--- src/rtl/dmem_arbiter_pkg.sv ---
// Shared types and defaults for the two-port data-memory arbiter.
package dmem_arbiter_pkg;

   localparam int DMEM_STARVE_LIMIT_DEFAULT = 4;
   localparam int DMEM_ADDR_W = 32;
   localparam int DMEM_DATA_W = 32;

   typedef enum logic [1:0] {
      OWN_NONE,
      OWN_P0,
      OWN_P1
   } dmem_owner_e;

   typedef struct packed {
      logic                   we;
      logic [DMEM_ADDR_W-1:0] addr;
      logic [DMEM_DATA_W-1:0] wdata;
   } dmem_req_s;

   typedef struct packed {
      logic                   rvalid;
      logic [DMEM_DATA_W-1:0] rdata;
   } dmem_rsp_s;

endpackage

--- src/rtl/dmem_arbiter_starve_counter.sv ---
// Counts consecutive denied port-1 cycles and raises force1 at the limit.
module dmem_starve_counter #(
   parameter int STARVE_LIMIT = 4
) (
   input  logic clk,
   input  logic rst_n,
   input  logic p1_req,
   input  logic p1_gnt,
   output logic force1
);

   // A zero limit would give a zero-width counter, so keep at least one bit.
   localparam int CNT_W = (STARVE_LIMIT > 0) ? $clog2(STARVE_LIMIT + 1) : 1;
   localparam logic [CNT_W-1:0] LIMIT = CNT_W'(STARVE_LIMIT);

   logic [CNT_W-1:0] starve_cnt;

   always_ff @(posedge clk or negedge rst_n) begin
      if (!rst_n) begin
         starve_cnt <= '0;
      end else if (!p1_req || p1_gnt) begin
         starve_cnt <= '0;
      end else if (starve_cnt < LIMIT) begin
         starve_cnt <= starve_cnt + 1'b1;
      end
   end

   assign force1 = (STARVE_LIMIT != 0) && (starve_cnt >= LIMIT);

endmodule

--- src/rtl/dmem_arbiter.sv ---
// Two-port arbiter for the single-port data memory: port 0 fixed priority,
// port 1 forced after STARVE_LIMIT denials. Define DMEM_ARB_STATS_EN for counters.
module dmem_arbiter
   import dmem_arbiter_pkg::*;
#(
   parameter int ADDR_W       = DMEM_ADDR_W,
   parameter int DATA_W       = DMEM_DATA_W,
   parameter int STARVE_LIMIT = DMEM_STARVE_LIMIT_DEFAULT
) (
   input  logic              clk,
   input  logic              rst_n,
   input  logic              p0_req,
   input  logic              p0_we,
   input  logic [ADDR_W-1:0] p0_addr,
   input  logic [DATA_W-1:0] p0_wdata,
   output logic              p0_gnt,
   output logic              p0_rvalid,
   output logic [DATA_W-1:0] p0_rdata,
   input  logic              p1_req,
   input  logic              p1_we,
   input  logic [ADDR_W-1:0] p1_addr,
   input  logic [DATA_W-1:0] p1_wdata,
   output logic              p1_gnt,
   output logic              p1_rvalid,
   output logic [DATA_W-1:0] p1_rdata,
   output logic [ADDR_W-1:0] mem_addr,
   output logic [DATA_W-1:0] mem_wdata,
   output logic              mem_we,
   input  logic [DATA_W-1:0] mem_rdata
`ifdef DMEM_ARB_STATS_EN
   ,
   output logic [31:0]       stat_conflicts,
   output logic [31:0]       stat_forced
`endif
);

   logic        force1;
   dmem_owner_e owner;

   dmem_starve_counter #(
      .STARVE_LIMIT(STARVE_LIMIT)
   ) u_starve (
      .clk   (clk),
      .rst_n (rst_n),
      .p1_req(p1_req),
      .p1_gnt(p1_gnt),
      .force1(force1)
   );

   // Grants are gated by rst_n so nothing reaches the memory while in reset.
   assign p1_gnt = rst_n && p1_req && (!p0_req || force1);
   assign p0_gnt = rst_n && p0_req && !p1_gnt;

   always_comb begin
      owner = OWN_NONE;
      if (p1_gnt) begin
         owner = OWN_P1;
      end else if (p0_gnt) begin
         owner = OWN_P0;
      end
   end

   always_comb begin
      mem_we    = 1'b0;
      mem_addr  = '0;
      mem_wdata = '0;
      case (owner)
         OWN_P0: begin
            mem_we    = p0_we;
            mem_addr  = p0_addr;
            mem_wdata = p0_wdata;
         end
         OWN_P1: begin
            mem_we    = p1_we;
            mem_addr  = p1_addr;
            mem_wdata = p1_wdata;
         end
         default: ;
      endcase
   end

   // Read data is captured at the edge that ends the granted cycle.
   always_ff @(posedge clk or negedge rst_n) begin
      if (!rst_n) begin
         p0_rvalid <= 1'b0;
         p0_rdata  <= '0;
         p1_rvalid <= 1'b0;
         p1_rdata  <= '0;
      end else begin
         p0_rvalid <= (owner == OWN_P0) && !p0_we;
         p1_rvalid <= (owner == OWN_P1) && !p1_we;
         if ((owner == OWN_P0) && !p0_we) begin
            p0_rdata <= mem_rdata;
         end
         if ((owner == OWN_P1) && !p1_we) begin
            p1_rdata <= mem_rdata;
         end
      end
   end

`ifdef DMEM_ARB_STATS_EN
   always_ff @(posedge clk or negedge rst_n) begin
      if (!rst_n) begin
         stat_conflicts <= '0;
         stat_forced    <= '0;
      end else begin
         if (p0_req && p1_req) begin
            stat_conflicts <= stat_conflicts + 32'd1;
         end
         if (force1 && p1_req && p0_req) begin
            stat_forced <= stat_forced + 32'd1;
         end
      end
   end
`endif

endmodule
--- config.mk ---
export PLATFORM = sky130hd
export DESIGN_NAME = dmem_arbiter
export DESIGN_NICKNAME = d
export VERILOG_FILES = /design/src/rtl/dmem_arbiter_pkg.sv /design/src/rtl/dmem_arbiter_starve_counter.sv /design/src/rtl/dmem_arbiter.sv
export SDC_FILE = /design/constraint.sdc
export NUM_CORES = 1
export LEC_CHECK = 0
export CAP_MARGIN = 20
export CORE_AREA = 2 2 115 117
export DETAILED_ROUTE_END_ITERATION = 8
export DIE_AREA = 0 0 117 119
export PLACE_DENSITY = 0.74
export SYNTH_ARGS = -nofsm -noshare
export SYNTH_HDL_FRONTEND = slang
export SYNTH_HIERARCHICAL = 1
export SYNTH_SLANG_ARGS = --single-unit
--- constraint.sdc ---
create_clock -name clk -period 1.8 [get_ports clk]
set_clock_uncertainty 0.1 [all_clocks]
set_input_delay 0.18 -clock clk [delete_from_list [all_inputs] [get_ports clk]]
set_output_delay 0.18 -clock clk [all_outputs]
set_load 0.03 [all_outputs]
After elaboration in Yosys (flattened, before gate mapping)
Index checks and enable logic that the tools add are counted.
Widths: inputs -> output; s select.
{ "word_totals": {"regBits": 69, "latchBits": 0, "rom_bits": 0, "n_memories": 0, "out_inout_bits": 133, "ram_bits": 0} }
{ "classes": {"reduce_logical": 14, "add_sub_neg": 1, "n_bitwise": 0, "n_shift": 0, "mul": 0, "muxes": 7, "n_eq_ne": 2, "magnitude_cmp": 2, "div": 0} }
{ "op_table": {"columns": ["op", "n"], "rows": [
  ["$pmux 32 s2", 2],
  ["$logic_and 1x1->1", 6],
  ["$mux 3", 2],
  ["$logic_not 1->1", 5],
  ["$add 3x1->3 const B", 1],
  ["$ge 3x3->1 const B", 1],
  ["$lt 3x3->1 const B", 1],
  ["$eq 2x1->1 const B", 1],
  ["$eq 2x2->1 const B", 1],
  ["$logic_or 1x1->1", 2],
  ["$mux 2", 1],
  ["$pmux 1 s2", 1],
  ["$reduce_bool 2->1", 1],
  ["$mux 1", 1]
]} }

Logic depth before layout (Yosys ltp)
Gate-level depths: netlist of the first run.
{ "depth": {"depth_word": 9, "depth_mapped": 6, "depth_no_buf": 4} }

Modules after synthesis
Netlist of the first run, hierarchy kept.
{ "modules_own_cells": {"columns": ["mod", "area_per_inst_um2", "cells_each", "instances", "seq_area_each_um2"], "rows": [
  ["dmem_arbiter", 3268.1, 224, 1, 1651.6],
  ["dmem_starve_counter", 151.4, 15, 1, 75.1]
]} }

Worst setup path before layout of the first run
OpenSTA, ideal clock, no wires.
{ "synth_path": {"path_type": "reg2out", "from": "register u_starve.starve_cnt[2]", "to": "output mem_addr[16]", "path_buffers": 2, "path_slack_ns": -0.192, "arrival_time_ns": 1.712, "stages_incl_launch_ff": 6, "t_required_ns": 1.520, "path_cell_list": "dfrtp_1 clkbuf_1 inv_1 a21oi_1 clkbuf_1 a22o_1"} }
{ "synth_via": {"elab_chain_len": 9, "word_cells_on_any_way": 10} }
{ "synth_lines": {"columns": ["element", "line", "text"], "rows": [
  ["start: declaration", "dmem_arbiter_starve_counter.sv:16", "logic [CNT_W-1:0] starve_cnt;"],
  ["start signal: assignment", "dmem_arbiter_starve_counter.sv:24", "starve_cnt <= starve_cnt + 1'b1;"],
  ["$ge 3x3->1 (*)", "dmem_arbiter_starve_counter.sv:28", "assign force1 = (STARVE_LIMIT != 0) && (starve_cnt >= LIMIT);"],
  ["named net force1", "dmem_arbiter.sv:37", "logic force1;"],
  ["$logic_or 1x1->1 (*)", "dmem_arbiter.sv:51", "assign p1_gnt = rst_n && p1_req && (!p0_req || force1);"],
  ["$logic_and 1x1->1 (*)", "dmem_arbiter.sv:51", null],
  ["named net p1_gnt", "dmem_arbiter.sv:23", "output logic p1_gnt,"],
  ["$logic_not 1->1", "dmem_arbiter.sv:52", "assign p0_gnt = rst_n && p0_req && !p1_gnt;"],
  ["$logic_and 1x1->1", "dmem_arbiter.sv:52", null],
  ["$mux 1", "dmem_arbiter.sv:58", "end else if (p0_gnt) begin"],
  ["$mux 2 (*)", "dmem_arbiter.sv:56", "if (p1_gnt) begin"],
  ["$eq 2x2->1 / $eq 2x1->1 (equally long branches)", "dmem_arbiter.sv:67", "case (owner)"],
  ["$pmux 32 s2 (*)", "dmem_arbiter.sv:67", null],
  ["end: declaration", "dmem_arbiter.sv:26", "output logic [ADDR_W-1:0] mem_addr,"]
]} }
Mark *: on every way through the listed nets, which the timed path passes. The rest lies on a longest branch.

Worst setup path after layout of the first run
{ "layout_path": {"from": "register u_starve.starve_cnt[2]", "to": "output mem_addr[25]"} }
{ "layout_via": {"elab_chain_len": 9, "word_cells_on_any_way": 10} }
{ "layout_lines": {"columns": ["element", "line"], "rows": [
  ["$ge 3x3->1 (*)", "dmem_arbiter_starve_counter.sv:28"],
  ["$logic_or 1x1->1 (*)", "dmem_arbiter.sv:51"],
  ["$logic_and 1x1->1 (*)", "dmem_arbiter.sv:51"],
  ["$logic_not 1->1", "dmem_arbiter.sv:52"],
  ["$logic_and 1x1->1", "dmem_arbiter.sv:52"],
  ["$mux 1", "dmem_arbiter.sv:58"],
  ["$mux 2 (*)", "dmem_arbiter.sv:56"],
  ["$eq 2x2->1 / $eq 2x1->1 (equally long branches)", "dmem_arbiter.sv:67"],
  ["$pmux 32 s2 (*)", "dmem_arbiter.sv:67"]
]} }
Mark *: on every way between the ends. The rest lies on a longest branch, timed or not.

==> run summary, run 1 <==
Root Driver: clkbuf_16
Commonest cells after routing, fill and taps aside: 230 x clkdlybuf4s50_1, 68 x dfrtp_1, 57 x a22o_1, 57 x buf_6, 35 x mux2_2
Gpl congestion: 0.7690
Endpoints failing hold: 0
DRC errors left: 0
Most common cell after layout, fill and taps aside: clkdlybuf4s50_1
Synth Area in Adders: 0.7318%
DRT iter0 DRCs: 110
Maximum vdd drop: 0.9303 mV
HPWL after detailed placement: 10,630 µm
Synth Instances: 239
Crit path time final: 1926 ps
Synth Area in Compound Gates: 17.60%
Largest family of logic cells by synthesized area: multiplexers
Worst path max stage delay: 450 ps
Setup CP Type: reg2out
Total global routing overflow: 0
Clock Latency Late Sink: 320 ps
Die area: 0.01392 mm²
CTS tree: built
Max cap viols: 0
RSZ-0062 raised after global routing: true
Crit-path most repeated cell: buf_12
Final nets: 713
Mux share of post-synthesis cell area: 24.55%
Total track usage: 19.24%
H-Tree Level Count: 3
CP max stage cell: dfrtp_2
Setup TNS: -5467 ps
Vias/cell: 4.664
Clock sinks: 69
DR WL/cell: 19.82 µm
Power per cell area: 956.8 mW/mm²
Die W: 117 µm
Worst setup SP type: flip-flop
Crit path arrival time: 1650 ps
Final count of negative-setup-slack endpoints: 65
Syn_area_per_cell: 14.31 µm²
Largest net degree at the start of global routing: 70
Worst hold margin: 23.21 ps
# rows: 42
Core area: 0.01287 mm²
Register bit total from synthesis: 69
Simple-Gate Fraction of Synth Area: 0.8416%
Outcome: complete, but fails checks
Failing checks: setup timing
Period utilization: 107.0%
Worst Path Max Fanout: 21
I/O Buffers: 298
Starting density of the core: 26.56%
Vert. Die Dim: 119 µm
Top Usage Layer GRT: met2
Worst slew pin tran: 866.8 ps
Inserted Clock Buffers: 9
Hold WC Path Type: in2async
TritonRoute pass-1 iters: 4
Slew Viols, Final: 0
Routing usage on met3: 7.684%
IO Pins: 299
Vias in the first global route: 3,567
Top-area cell type share of the netlist area: 50.49%
Warnings, synthesis: 6
Final WL: 14,410 µm
Met1 Track Usage GR: 20.80%
First-pass GRT wire length: 20,160 µm
CP Cell Sequence: inv_2 > a21oi_4 > buf_12 > buf_12 > a22o_4 > buf_12
Via Count: 3,391
Met2 usage: 33.96%
Clk slew on worst S/H paths: 60 ps
PnR worst setup slack: -125.7 ps
Post-Syn Area: 0.003420 mm²
Final ANT Viol Nets: 0
Synth top area cells: dfrtp_1 50%, a22o_1 17%, mux2_4 13%
Yosys top cell by area: dfrtp_1
FMAX: 519.3 MHz
Initial antenna violation count: 3
Xor/xnor share of the synthesized area: 0.2561%
Clk buf depth: 2
Leakage: 3.236 nW
Crit path capture type: output pin
Synth cell types: 18
Area grow syn2layout: 115.4%
Sequential cell area fraction in the yosys report: 50.49%
Slew Limit Headroom: 42.21%
Synth Net Count: 407
Layout cells sized above 1: 32.73%
CP required: 1520 ps
synthesized netlist by cell type:
library cell,n
a211o_2,1
mux2_4,29
a211oi_2,1
buf_6,4
xor2_1,1
buf_2,10
inv_1,4
nor2_1,4
dfrtp_1,69
mux2i_1,1
buf_12,3
a21oi_1,2
clkbuf_1,5
ha_1,2
nand2_1,2
a22o_1,65
nand2b_1,1
mux2_2,35
worst paths after layout:
check / startpoint / slack (ps) / to / cells past startpoint
worst min register to register: p0_rdata[10] / 400 / p0_rdata[10] / 1
min in group clk: mem_rdata[14] / 390 / p1_rdata[14] / 2
worst max register to register: u_starve/starve_cnt[2] / 70 / p1_rdata[15] / 5
max in group asynchronous: rst_n / 990 / u_starve/starve_cnt[2] / 2
worst max-delay path: u_starve/starve_cnt[2] / -130 / mem_addr[25] / 6
worst min-delay path: rst_n / 20 / p0_rdata[16] / 2
worst max-delay path, delay by kind of cell, from the launching register on:
family                 cells  cell delay, ps
buffers and inverters      4             530
flip-flops                 1             450
AO/OA/AOI/OAI              2             340
report_power, final:
part | internal (mW) | leakage, nW | total [mW] | switching [mW]
clock | 1.40 | 0.166 | 2.06 | 0.662
sequential | 1.88 | 0.827 | 2.07 | 0.188
combinational | 1.52 | 2.24 | 2.92 | 1.41
logic make-up after synthesis:
| kind of cell | Yosys count |
|---|---|
| adder cells (fa/ha/maj) | 2 |
| buffers and inverters | 26 |
| AO/OA/AOI/OAI | 69 |
| AND/OR/NAND/NOR | 7 |
| XOR/XNOR | 1 |
| flip-flops | 69 |
| multiplexers | 65 |
state kept, by name, summed over array words and instances (netlist names):
name / count
p1_rdata: 32
p1_rvalid: 1
p0_rvalid: 1
p0_rdata: 32
u_starve/starve_cnt: 3
per-layer routing:
| layer | vias up | share of wire (%) |
|---|---|---|
| met5 | - | 0.14 |
| met4 | 4 | 2.7 |
| met3 | 33 | 9.6 |
| met2 | 187 | 51 |
| met1 | 1643 | 36 |
| li1 | 1524 | - |
per-stage QoR:
stage                     total power [mW]  cells  utilization (%)  area [µm²]  setup WS [ps]
after global placement               4.835    702            50.98        6564         -151.7
after CTS                            7.085    721            56.34        7253         -140.2
after global routing                 7.339    727            57.21        7366         -162.5
after floorplan                      3.472    239                -        3422          16.75
final                                7.048    727            57.21        7366         -125.7
after detailed placement             4.881    702            50.98        6564         -168.6
layout make-up:
class                      instances  area (µm²)
antenna                            1       2.502
clock buffer                      11       242.7
clock inverter                     5       106.4
fill                            1081        5509
inverter                           4       15.01
multi-input combinational        144        1604
sequential                        69        1728
tap                              176       220.2
timing repair buffer             317        3447
what timing repair did:
action                     CTS  global route
hold endpoints to repair     0             0
cloned                       1             3
gates resized for setup     69             1
buffers inserted             2             3
hold buffers                 0             0
setup endpoints to repair   66            67
pin swaps                   36            22
Power figures use the tool's default switching activity.
==> inputs of run 2 (changes only) <==
--- a/config.mk
+++ b/config.mk
@@ -9,7 +9,7 @@
 export CORE_AREA = 2 2 115 117
 export DETAILED_ROUTE_END_ITERATION = 8
 export DIE_AREA = 0 0 117 119
-export PLACE_DENSITY = 0.74
+export PLACE_DENSITY_LB_ADDON = 0.3
 export SYNTH_ARGS = -nofsm -noshare
 export SYNTH_HDL_FRONTEND = slang
 export SYNTH_HIERARCHICAL = 1
==> run 2 against run 1 <==
Effect of this change:
- worst hold slack worse by 35 ps
- combinational power rose by 8.6%
- sequential power about the same
- critical endpoint is now mem_wdata[15]
- register-to-register slack lost 230 ps
- highest routed layer is now met4
- final area increased by 6.8%
- worst setup slack got worse by 60 ps
- total power decreased by 0.73%
- the flow finishes with violations (hold timing, setup timing)
- first-iteration DRC count is 28% higher
- sequential share of layout area shrank 1.5 points
==> run summary, run 2 (synthesized netlist as in run 1, its figures left out) <==
Outcome: complete, but fails checks
Failing checks: hold timing, setup timing
CP required: 1520 ps (about the same)
Setup TNS: -10,790 ps (-5320 ps)
Initial antenna violation count: 5 (+2)
HPWL after detailed placement: 11,450 µm (+7.7%)
Final WL: 16,600 µm (+15%)
FMAX: 503.5 MHz (-3.0%)
CP Cell Sequence: buf_6 > a21oi_4 > buf_12 > buf_12 > a22o_1 > buf_6
Clock Latency Late Sink: 310 ps (about the same)
Hold-fix buffers, CTS: 0 (unchanged)
Vert. Die Dim: 119 µm (unchanged)
IO Pins: 299 (unchanged)
Filler cells: 987 (-8.7%)
Worst path max stage delay: 410 ps (-40 ps)
DP Cell Count: 704 (+0.28%)
Multi-input logic area: 0.001797 mm² (+12%)
Final nets: 727 (+2.0%)
Gpl congestion: 0.8497 (+10%)
First-pass GRT wire length: 22,340 µm (+11%)
Starting density of the core: 26.56% (unchanged)
Placed cell areas: 0.006681 mm² (+1.8%)
Clk buf depth: 2 (unchanged)
Die W: 117 µm (unchanged)
Max cap viols: 0 (unchanged)
Area grow syn2layout: 130.0%
Largest net degree at the start of global routing: 70 (unchanged)
Final Instance Area: 0.007866 mm² (+6.8%)
Worst slew pin tran: 861.2 ps (-5.650 ps)
Slew Limit Headroom: 42.59% (+0.38 points)
Hold WC Path Type: in2async
Most common cell after layout, fill and taps aside: clkdlybuf4s50_1
H-Tree Level Count: 3 (unchanged)
Maximum vdd drop: 0.7256 mV (-22%)
Slew Viols, Final: 0 (unchanged)
DRC errors left: 0 (unchanged)
Worst Path Max Fanout: 14 (-33%)
Worst hold margin: -11.54 ps (-34.76 ps)
Clk slew on worst S/H paths: 60 ps (about the same)
Buf/Inv on CP: 4 (unchanged)
Clock sinks: 69 (unchanged)
Routed wl met2: 8324 µm (+13%)
Crit path time final: 1986 ps (+60.32 ps)
Worst setup SP type: flip-flop
Endpoints failing hold: 12 (+12)
Period utilization: 110.3% (+3.4 points)
Layout cells sized above 1: 35.99% (+3.3 points)
Final count of negative-setup-slack endpoints: 93 (+43%)
Setup CP Type: reg2out
Die area: 0.01392 mm² (unchanged)
Critical path's top delay family: buffers and inverters
TritonRoute pass-1 iters: 4 (unchanged)
Vias/cell: 4.703 (+0.83%)
Crit path arrival time: 1710 ps (+60 ps)
Root Driver: clkbuf_16
Leakage: 3.513 nW (+8.6%)
RSZ-0062 raised after global routing: true
Power per cell area: 889.4 mW/mm² (-7.0%)
Largest registers: p0_rdata: 32 flops, p1_rdata: 32 flops, u_starve/starve_cnt: 3 flops
Crit path capture type: output pin
Vias in the first global route: 3,656 (+2.5%)
Setup WS pre-CTS: -172.0 ps (-3.404 ps)
Register area: 0.001728 mm² (unchanged)
Highest routed metal layer: met4
Via Count: 3,499 (+3.2%)
Layout Cells excl Fill: 744 (+2.3%)
Total track usage: 21.74% (+2.5 points)
PnR worst setup slack: -186.1 ps (-60.33 ps)
CTS tree: built
I/O Buffers: 298 (unchanged)
CP max stage cell: dfrtp_2
# rows: 42 (unchanged)
Met3 WL: 1361 µm (-1.4%)
Commonest cells after routing, fill and taps aside: 228 x clkdlybuf4s50_1, 68 x dfrtp_1, 61 x mux2_4, 56 x buf_6, 49 x a22o_1
DR WL/cell: 22.31 µm (+13%)
DRT iter0 DRCs: 141 (+28%)
Met1 Wirelength: 6566 µm (+25%)
Core area: 0.01287 mm² (unchanged)
Inserted Clock Buffers: 9 (unchanged)
Total global routing overflow: 0 (unchanged)
Final ANT Viol Nets: 0 (unchanged)
==> run 2: timing repair <==
action	4_1_cts	5_1_grt
buffers inserted	8	3
gates cloned	5	6
gates resized for setup	82	37
setup endpoints to repair	66	94
pin swaps	12	16
==> run 2: worst paths after layout <==
kind | from | to | slack (ps) | cells past startpoint
max | u_starve/starve_cnt[2] | mem_wdata[15] | -190 | 6
min | rst_n | p1_rdata[3] | -10 | 2
max reg2reg | u_starve/starve_cnt[2] | p0_rdata[25] | -160 | 7
min reg2reg | p1_rdata[1] | p1_rdata[1] | 410 | 1
max in group asynchronous | rst_n | u_starve/starve_cnt[2] | 1020 | 2
min in group clk | p1_req | u_starve/starve_cnt[2] | 370 | 4
==> run 2: per-stage QoR <==
step / utilization [%] / power, mW
floorplan: - / 3.472
global placement: 51.90 / 4.900
detailed placement: 51.90 / 4.940
CTS: 58.99 / 6.918
global route: 61.06 / 7.291
finish: 61.10 / 6.997
==> run 2: routing by layer <==
layer  vias up  GRT usage (%)
met5         -              0
met4         0          6.324
met3        18          7.837
met2       165          36.34
met1      1757          26.09
li1       1559              -
==> run 2: final cells by class <==
| class | count | share of cell area [%] |
|---|---|---|
| flip-flops and latches | 69 | 21.97 |
| well taps | 176 | 2.799 |
| diodes | 4 | 0.1272 |
| repair buffers | 331 | 48.26 |
| clock buffers | 10 | 2.911 |
| inverters | 4 | 0.1909 |
| clock inverters | 6 | 0.9066 |
| multi-input cells | 144 | 22.84 |
==> run 2: power breakdown <==
group,internal (mW),switching (mW)
sequential,1.88,0.193
combinational,1.69,1.48
clock,1.09,0.671
